`config.mk`:
```
export PLATFORM = sky130hd
export DESIGN_NAME = config_loader
export DESIGN_NICKNAME = d
export VERILOG_FILES = /design/src/rtl/config_pkg.sv /design/src/rtl/config_en_decoder.sv /design/src/rtl/config_loader.sv
export SDC_FILE = /design/constraint.sdc
export NUM_CORES = 1
export LEC_CHECK = 0
export BUFFER_PORTS_ARGS = -buffer_cell sky130_fd_sc_hd__buf_2
export CAP_MARGIN = 40
export CORE_MARGIN = 4
export CORE_UTILIZATION = 30
export CTS_CLUSTER_DIAMETER = 200
export CTS_CLUSTER_SIZE = 28
export DETAILED_ROUTE_END_ITERATION = 8
export GPL_TIMING_DRIVEN = 0
export PLACE_DENSITY_LB_ADDON = 0.2
export SLEW_MARGIN = 20
export SYNTH_ARGS = -nofsm -noshare
export SYNTH_HDL_FRONTEND = slang
export SYNTH_SLANG_ARGS = --single-unit
```
`constraint.sdc`:
```
create_clock -name clk -period 4.66 [get_ports clk]
set_input_delay 0.932 -clock clk [delete_from_list [all_inputs] [get_ports clk]]
set_output_delay 0.932 -clock clk [all_outputs]
set_load 0.02 [all_outputs]
```
`src/rtl/config_pkg.sv`:
```
// Shared constants, loader state encoding and slot-enable helper for the
// configuration latch-bank loader.
package config_pkg;

  localparam int WORD_W    = 32;
  localparam int NUM_WORDS = 20;
  localparam int IDX_W     = 5;

  typedef enum logic [2:0] {
    ST_IDLE   = 3'd0,
    ST_WAIT   = 3'd1,
    ST_SETUP  = 3'd2,
    ST_STROBE = 3'd3,
    ST_HOLD   = 3'd4,
    ST_DONE   = 3'd5
  } loader_state_e;

  // One-hot slot enable for a given slot index; out-of-range indices give all zeros.
  function automatic logic [NUM_WORDS-1:0] idx_to_onehot(input logic [IDX_W-1:0] idx);
    logic [NUM_WORDS-1:0] oh;
    oh = '0;
    for (int i = 0; i < NUM_WORDS; i++) begin
      if (idx == IDX_W'(i)) oh[i] = 1'b1;
    end
    return oh;
  endfunction

endpackage

```
`src/rtl/config_en_decoder.sv`:
```
// Registered index-to-one-hot decoder. The enable vector comes straight from
// flops so the latch bank never sees decode glitches; it is high only in the
// cycle after i_strobe.
module config_en_decoder
  import config_pkg::*;
(
  input  logic                 clk,
  input  logic                 reset,
  input  logic                 i_strobe,
  input  logic [IDX_W-1:0]     i_idx,
  output logic [NUM_WORDS-1:0] o_en
);

  logic [NUM_WORDS-1:0] r_en;

  // Load the one-hot for the current slot on strobe, otherwise clear.
  always_ff @(posedge clk) begin
    if (reset) begin
      r_en <= '0;
    end else if (i_strobe) begin
      r_en <= idx_to_onehot(i_idx);
    end else begin
      r_en <= '0;
    end
  end

  assign o_en = r_en;

endmodule

```
`src/rtl/config_loader.sv`:
```
// Configuration latch-bank loader: accepts words over valid/ready and writes
// each into its slot with a setup / strobe / hold sequence on the shared bus.
//
// state     | meaning
// ----------+-------------------------------------------------------------
// ST_IDLE   | no load in progress, waiting for io_start
// ST_WAIT   | ready high, waiting for the next word of the current load
// ST_SETUP  | word on io_d_out, enables low (latch setup margin)
// ST_STROBE | enable for the current slot high for one cycle
// ST_HOLD   | enables low, data held (latch hold margin); advance slot
// ST_DONE   | all slots written, last word held on the bus
module config_loader
  import config_pkg::*;
(
  input  logic                 clk,
  input  logic                 reset,
  input  logic                 io_start,
  input  logic                 io_in_valid,
  output logic                 io_in_ready,
  input  logic [WORD_W-1:0]    io_in_bits,
  output logic [WORD_W-1:0]    io_d_out,
  output logic [NUM_WORDS-1:0] io_configs_en,
  output logic                 io_busy,
  output logic                 io_done,
  output logic [IDX_W-1:0]     io_word_idx
);

  loader_state_e     r_state;
  loader_state_e     w_state_next;
  logic [WORD_W-1:0] r_d_out;
  logic [IDX_W-1:0]  r_idx;

  logic w_idle_or_done;
  logic w_start_ok;
  logic w_handshake;
  logic w_last;
  logic w_strobe;

  assign w_idle_or_done = (r_state == ST_IDLE) || (r_state == ST_DONE);
  assign w_start_ok     = io_start && w_idle_or_done;
  assign w_handshake    = io_in_valid && (r_state == ST_WAIT);
  assign w_last         = (r_idx == IDX_W'(NUM_WORDS - 1));
  // Arm the decoder in SETUP so its flops are high exactly during STROBE.
  assign w_strobe       = (r_state == ST_SETUP);

  // State register.
  always_ff @(posedge clk) begin
    if (reset) begin
      r_state <= ST_IDLE;
    end else begin
      r_state <= w_state_next;
    end
  end

  // Next-state logic; start is only honoured when no load is running.
  always_comb begin
    w_state_next = r_state;
    case (r_state)
      ST_IDLE:   if (w_start_ok)  w_state_next = ST_WAIT;
      ST_WAIT:   if (w_handshake) w_state_next = ST_SETUP;
      ST_SETUP:  w_state_next = ST_STROBE;
      ST_STROBE: w_state_next = ST_HOLD;
      ST_HOLD:   w_state_next = w_last ? ST_DONE : ST_WAIT;
      ST_DONE:   if (w_start_ok)  w_state_next = ST_WAIT;
      default:   w_state_next = ST_IDLE;
    endcase
  end

  // Data bus register: changes only on an accepted word.
  always_ff @(posedge clk) begin
    if (reset) begin
      r_d_out <= '0;
    end else if (w_handshake) begin
      r_d_out <= io_in_bits;
    end
  end

  // Slot index: cleared on start, advanced at the end of HOLD, frozen on the last slot.
  always_ff @(posedge clk) begin
    if (reset) begin
      r_idx <= '0;
    end else if (w_start_ok) begin
      r_idx <= '0;
    end else if ((r_state == ST_HOLD) && !w_last) begin
      r_idx <= r_idx + IDX_W'(1);
    end
  end

  config_en_decoder u_en_decoder (
    .clk      (clk),
    .reset    (reset),
    .i_strobe (w_strobe),
    .i_idx    (r_idx),
    .o_en     (io_configs_en)
  );

  assign io_in_ready = (r_state == ST_WAIT);
  assign io_busy     = !w_idle_or_done;
  assign io_done     = (r_state == ST_DONE);
  assign io_d_out    = r_d_out;
  assign io_word_idx = r_idx;

endmodule

```
Word-level counts from Yosys, hierarchy flattened. Cells that the tools add are included.

Logic and storage cells: 68. Bits in registers: 60. Output and inout port bits: 60. Input bits: 36.

Bitwise gates (word level): 1. $add $sub $neg: 1. Reduce and logical (&&, ||, !) cells: 12. Mux-type cells: 24. Equal/unequal tests: 26.

Operators with widths (count): == test 5 x 4 -> 1 bit (second input constant) (8); == test 5 x 3 -> 1 bit (second input constant) (4); == test 5 bit (second input constant) (4); 2-to-1 mux 1 bit (20); one-hot mux 3 bit (5 select lines) (1); == test 5 x 2 -> 1 bit (second input constant) (2); 2-to-1 mux 3 bit (3); == test 3 x 2 -> 1 bit (second input constant) (2); == test 3 bit (second input constant) (2); OR reduction 2 bit (3); adder 5 x 1 -> 5 bit (second input constant) (1); == test 5 x 1 -> 1 bit (second input constant) (1); zero test 5 bit (1); != test 2 x 1 -> 1 bit (second input constant) (2); == test 3 x 1 -> 1 bit (second input constant) (1); logical AND 1 bit (3); zero test 3 bit (1); zero test 1 bit (2); AND reduction 2 bit (1); logical OR 1 bit (1); NOT 1 bit (1).

Logic depth before layout (Yosys ltp).
Depth after elaboration: 5. Gate-level depth with buffers: 6. Depth with buffers taken out: 6.

Hierarchy. Synthesis repeated with hierarchy kept, for this count alone.

Cell total of the unflattened synthesis: 247. Area total of the unflattened synthesis: 2180.8 um^2.

Modules (own cells, without submodules): config_loader (area each 1557.7 um^2, seq. area each 800.8 um^2, cells an instance 195, instances 1); config_en_decoder (area each 623.1 um^2, seq. area each 400.4 um^2, cells an instance 52, instances 1).

Least setup slack after synthesis. OpenSTA, ideal clock, no wires.

Path type: reg2out. From: register r_state[0]. To: output port io_in_ready. Buffers on the path: 1. Setup slack: 2.526 ns. Data required time: 3.728 ns. Data arrival time: 1.202 ns. Cell stages (with the launch flop): 3. Cell sequence: dfxtp_1 > clkbuf_1 > nor3b_1.

Longest elaborated chain between the ends: 1.

Ends and longest elaborated chain: start, declared (RTL line config_loader.sv:28) `loader_state_e r_state;`; start signal, assigned (RTL line config_loader.sv:51) `r_state <= w_state_next;`; == test 3 x 1 -> 1 bit (RTL line config_loader.sv:97) `assign io_in_ready = (r_state == ST_WAIT);`; end, declared (RTL line config_loader.sv:19) `output logic io_in_ready,`.

Every way passes these cells.

Worst setup path after layout. Same ends and word-level chain as after synthesis.

==> impl_metrics.csv <==
group,metric,value,unit
status,status,"finished, final reports clean",
timing,fmax,0.413,GHz
pwr,comb_power_share,0.093,
yosys,synth-seq-cells,60,
pwr,seqPwrFrac,0.489,
setup_path,end_kind,"output port",
yosys,netlist_top_cells_area,"dfxtp_1, nand2_1, a21oi_1",
grt,overflow,0,
min_path,worstHoldPathType,"flop to flop",
pwr,p_per_area,368,nW/um^2
route,met1Wirelength,2630,microns
clock_tree,clkSlewWorstSetupHoldPaths,0.06,ns
yosys,synth.avg_cell_area,8.64,sq um
clock_tree,clock_path_buffers,2,
place,dp_hpwl,4110,microns
grt,grt_pass1_vias,1872,
timing,finalHoldViolCount,0,
pwr,internal-power,821,uW
yosys,synth_cell_types,32,
pwr,switching_share,0.248,
floorplan,core,6910,sq um
final_layout,fin_area,2960,sq um
timing,drv_slew,0,
place,dp_cells,443,
floorplan,fp.dieArea,8680,sq um
yosys,synthDominantCellAreaShare,0.552,
timing,worst_pin_slew,0.588,ns
yosys,syn-num-nets,293,
final_layout,num_antenna_cells,0,
clock_tree,cts_root_buf,"clkbuf_8",
grt,antenna_found_initial,0,
pwr,pwr-share-clk,0.418,
setup_path,cp.arrival,1.49,ns
pwr,ir_worst_vdd,171,uV
clock_tree,cts_htree_levels,3,
route,vias,2011,
clock_tree,cts_made_buffers,9,
clock_tree,postCtsSetupBuffers,0,
timing,rsz0062_at_grt,"false",
yosys,ys_seq_area_frac,0.552,
yosys,syn_area,2180,sq um
place,place_area,2770,sq um
yosys,yosysTopAreaCell,"dfxtp_1",
floorplan,initial_utilization,0.315,
clock_tree,cts.sinks,60,
floorplan,die_h,93.2,microns
timing,layout_min_cycle_time,2.42,ns
place,gp_congestion,0.735,
final_layout,stdcell_count,458,
route,drc,0,
floorplan,die_w,93.2,microns
pwr,p_total,1.09,mW
setup_path,startpoint_type,"flop",
floorplan,row_count,30,
route,wl_met3,299,microns
final_layout,multiInputGateArea,885,sq um
route,wl,5580,microns
setup_path,worstSetupPathType,"flop to output port",
clock_tree,clkLatencyLatePin,0.33,ns
clock_tree,post_cts_resized,0,
final_layout,fillCellCount,762,
job,max-cap-violations,0,
setup_path,worstPathMaxFanout,10,
setup_path,required,3.73,ns
timing,tns,0,ns
route,top_layer,"met4",
timing,period_share,0.520,
final_layout,register_area,1200,sq um
yosys,syn_inst,252,
grt,grt_max_degree,11,
clock_tree,cts_tree,"built",
final_layout,final_nets,399,
pwr,p_switching,270,uW
pwr,p_leak,1.32,nW
timing,finalSetupViolations,0,
floorplan,io_pins,96,
grt,grt_usage,0.127,
route,ant_nets,0,
route,firstDrtPassIters,4,
clock_tree,cts_hold_buf,0,
final_layout,areaGrowthSynthToFinish,36.1,%
yosys,ys.warnings.count,0,
final_layout,layout-drive-gt1-share,0.334,
route,vias_per_cell,4.39,
timing,slew_headroom,0.603,
place,portBuffers,95,
timing,fin_worst_skew,0.00806,ns
route,route.met2.wl,2540,microns
route,wl_per_cell,12.2,microns
route,drtIter0Drc,54,
grt,grt_pass1_wl,8700,microns
## final timing paths
| check | from | end | slack, ns | depth (start not counted) |
|---|---|---|---|---|
| setup / recovery | r_state[0] | io_in_ready | 2.24 | 3 |
| hold / removal | io_d_out[2] | io_d_out[2] | 0.45 | 2 |
| setup reg to reg | r_state[0] | u_en_decoder.o_en[0] | 3.01 | 4 |
| hold reg to reg | io_d_out[2] | io_d_out[2] | 0.45 | 2 |
## area by class of cell
class / count / area share
sequential: 60 / 0.405
clock inverter: 5 / 0.0177
clock buffer: 10 / 0.0465
inverter: 6 / 0.00760
timing repair buffer: 95 / 0.160
multi-input combinational: 171 / 0.299
tap: 96 / 0.0405
buffer: 15 / 0.0232
## power by group through the flow
stage               Combinational (mW)  Sequential [mW]  Clock [mW]
floorplan                       0.0454            0.561           0
global placement                 0.102            0.546           0
detailed placement               0.102            0.546           0
CTS                              0.103            0.534       0.472
global route                     0.113            0.536       0.498
finish                           0.101            0.534       0.456
## critical path, stage by stage, from the launching register on
cell      delay (ns)
dfxtp_1         0.44
clkbuf_1        0.32
nor3b_1         0.21
buf_2           0.19
## registers in the layout, indices dropped and copies added, names as in the netlist
name	count
u_en_decoder.o_en	20
r_state	3
io_word_idx	5
io_d_out	32
## Yosys cell counts (all sizes together)
cell and count:
a211oi 1, a21oi 37, a311oi 1, a31o 1, a31oi 1, and3 4
and4bb 2, buf 5, clkbuf 10, dfxtp 60, ha 5, inv 6
nand2 67, nand2b 2, nand3 4, nand3b 4, nand4b 1, nand4bb 2
nor2 21, nor2b 1, nor3b 2, nor4b 1, o21ai 5, o31ai 1
or2 1, or2b 1, or3 1, or3b 1, or4 2, or4b 1
xnor2 1
## logic make-up after synthesis
kind of cell,Yosys count,share of synthesized area
XOR/XNOR,1,0.00402
AND/OR/NAND/NOR,118,0.259
AO/OA/AOI/OAI,47,0.114
flip-flops,60,0.552
adder cells (fa/ha/maj),5,0.0287
buffers and inverters,21,0.0420
## through the flow
| stage | worst slack (ns) | utilization | hold WS, ns |
|---|---|---|---|
| 6_report | 2.24 | 0.429 | 0.450 |
| 3_5_place_dp | 2.52 | 0.401 | 0.444 |
| 3_3_place_gp | 2.53 | 0.401 | 0.439 |
| 4_1_cts | 2.23 | 0.429 | 0.454 |
| 2_1_floorplan | 2.53 | - | 0.534 |
| 5_1_grt | 2.07 | 0.429 | 0.472 |
## placed cells by master, fill, tap and decap left out, drive strengths merged
| cell type | synthesis | routed |
|---|---|---|
| a211oi | 1 | 1 |
| a21oi | 37 | 37 |
| a311oi | 1 | 1 |
| a31o | 1 | 1 |
| a31oi | 1 | 1 |
| and3 | 4 | 4 |
| and4bb | 2 | 2 |
| buf | 5 | 100 |
| bufinv | 0 | 1 |
| clkbuf | 10 | 20 |
| clkinv | 0 | 3 |
| clkinvlp | 0 | 1 |
| dfxtp | 60 | 60 |
| ha | 5 | 5 |
| inv | 6 | 6 |
| nand2 | 67 | 67 |
| nand2b | 2 | 2 |
| nand3 | 4 | 4 |
| nand3b | 4 | 4 |
| nand4b | 1 | 1 |
| nand4bb | 2 | 2 |
| nor2 | 21 | 21 |
| nor2b | 1 | 1 |
| nor3b | 2 | 2 |
| nor4b | 1 | 1 |
| o21ai | 5 | 5 |
| o31ai | 1 | 1 |
| or2 | 1 | 1 |
| or2b | 1 | 1 |
| or3 | 1 | 1 |
| or3b | 1 | 1 |
| or4 | 2 | 2 |
| or4b | 1 | 1 |
| xnor2 | 1 | 1 |
## routing by layer
metal  track usage  up-vias
met3        0.0459        8
met2         0.199       56
met4        0.0549        0
met5             0        -
met1         0.158      903
li1              -     1044
No activity file was read; power rests on OpenSTA's default activity.
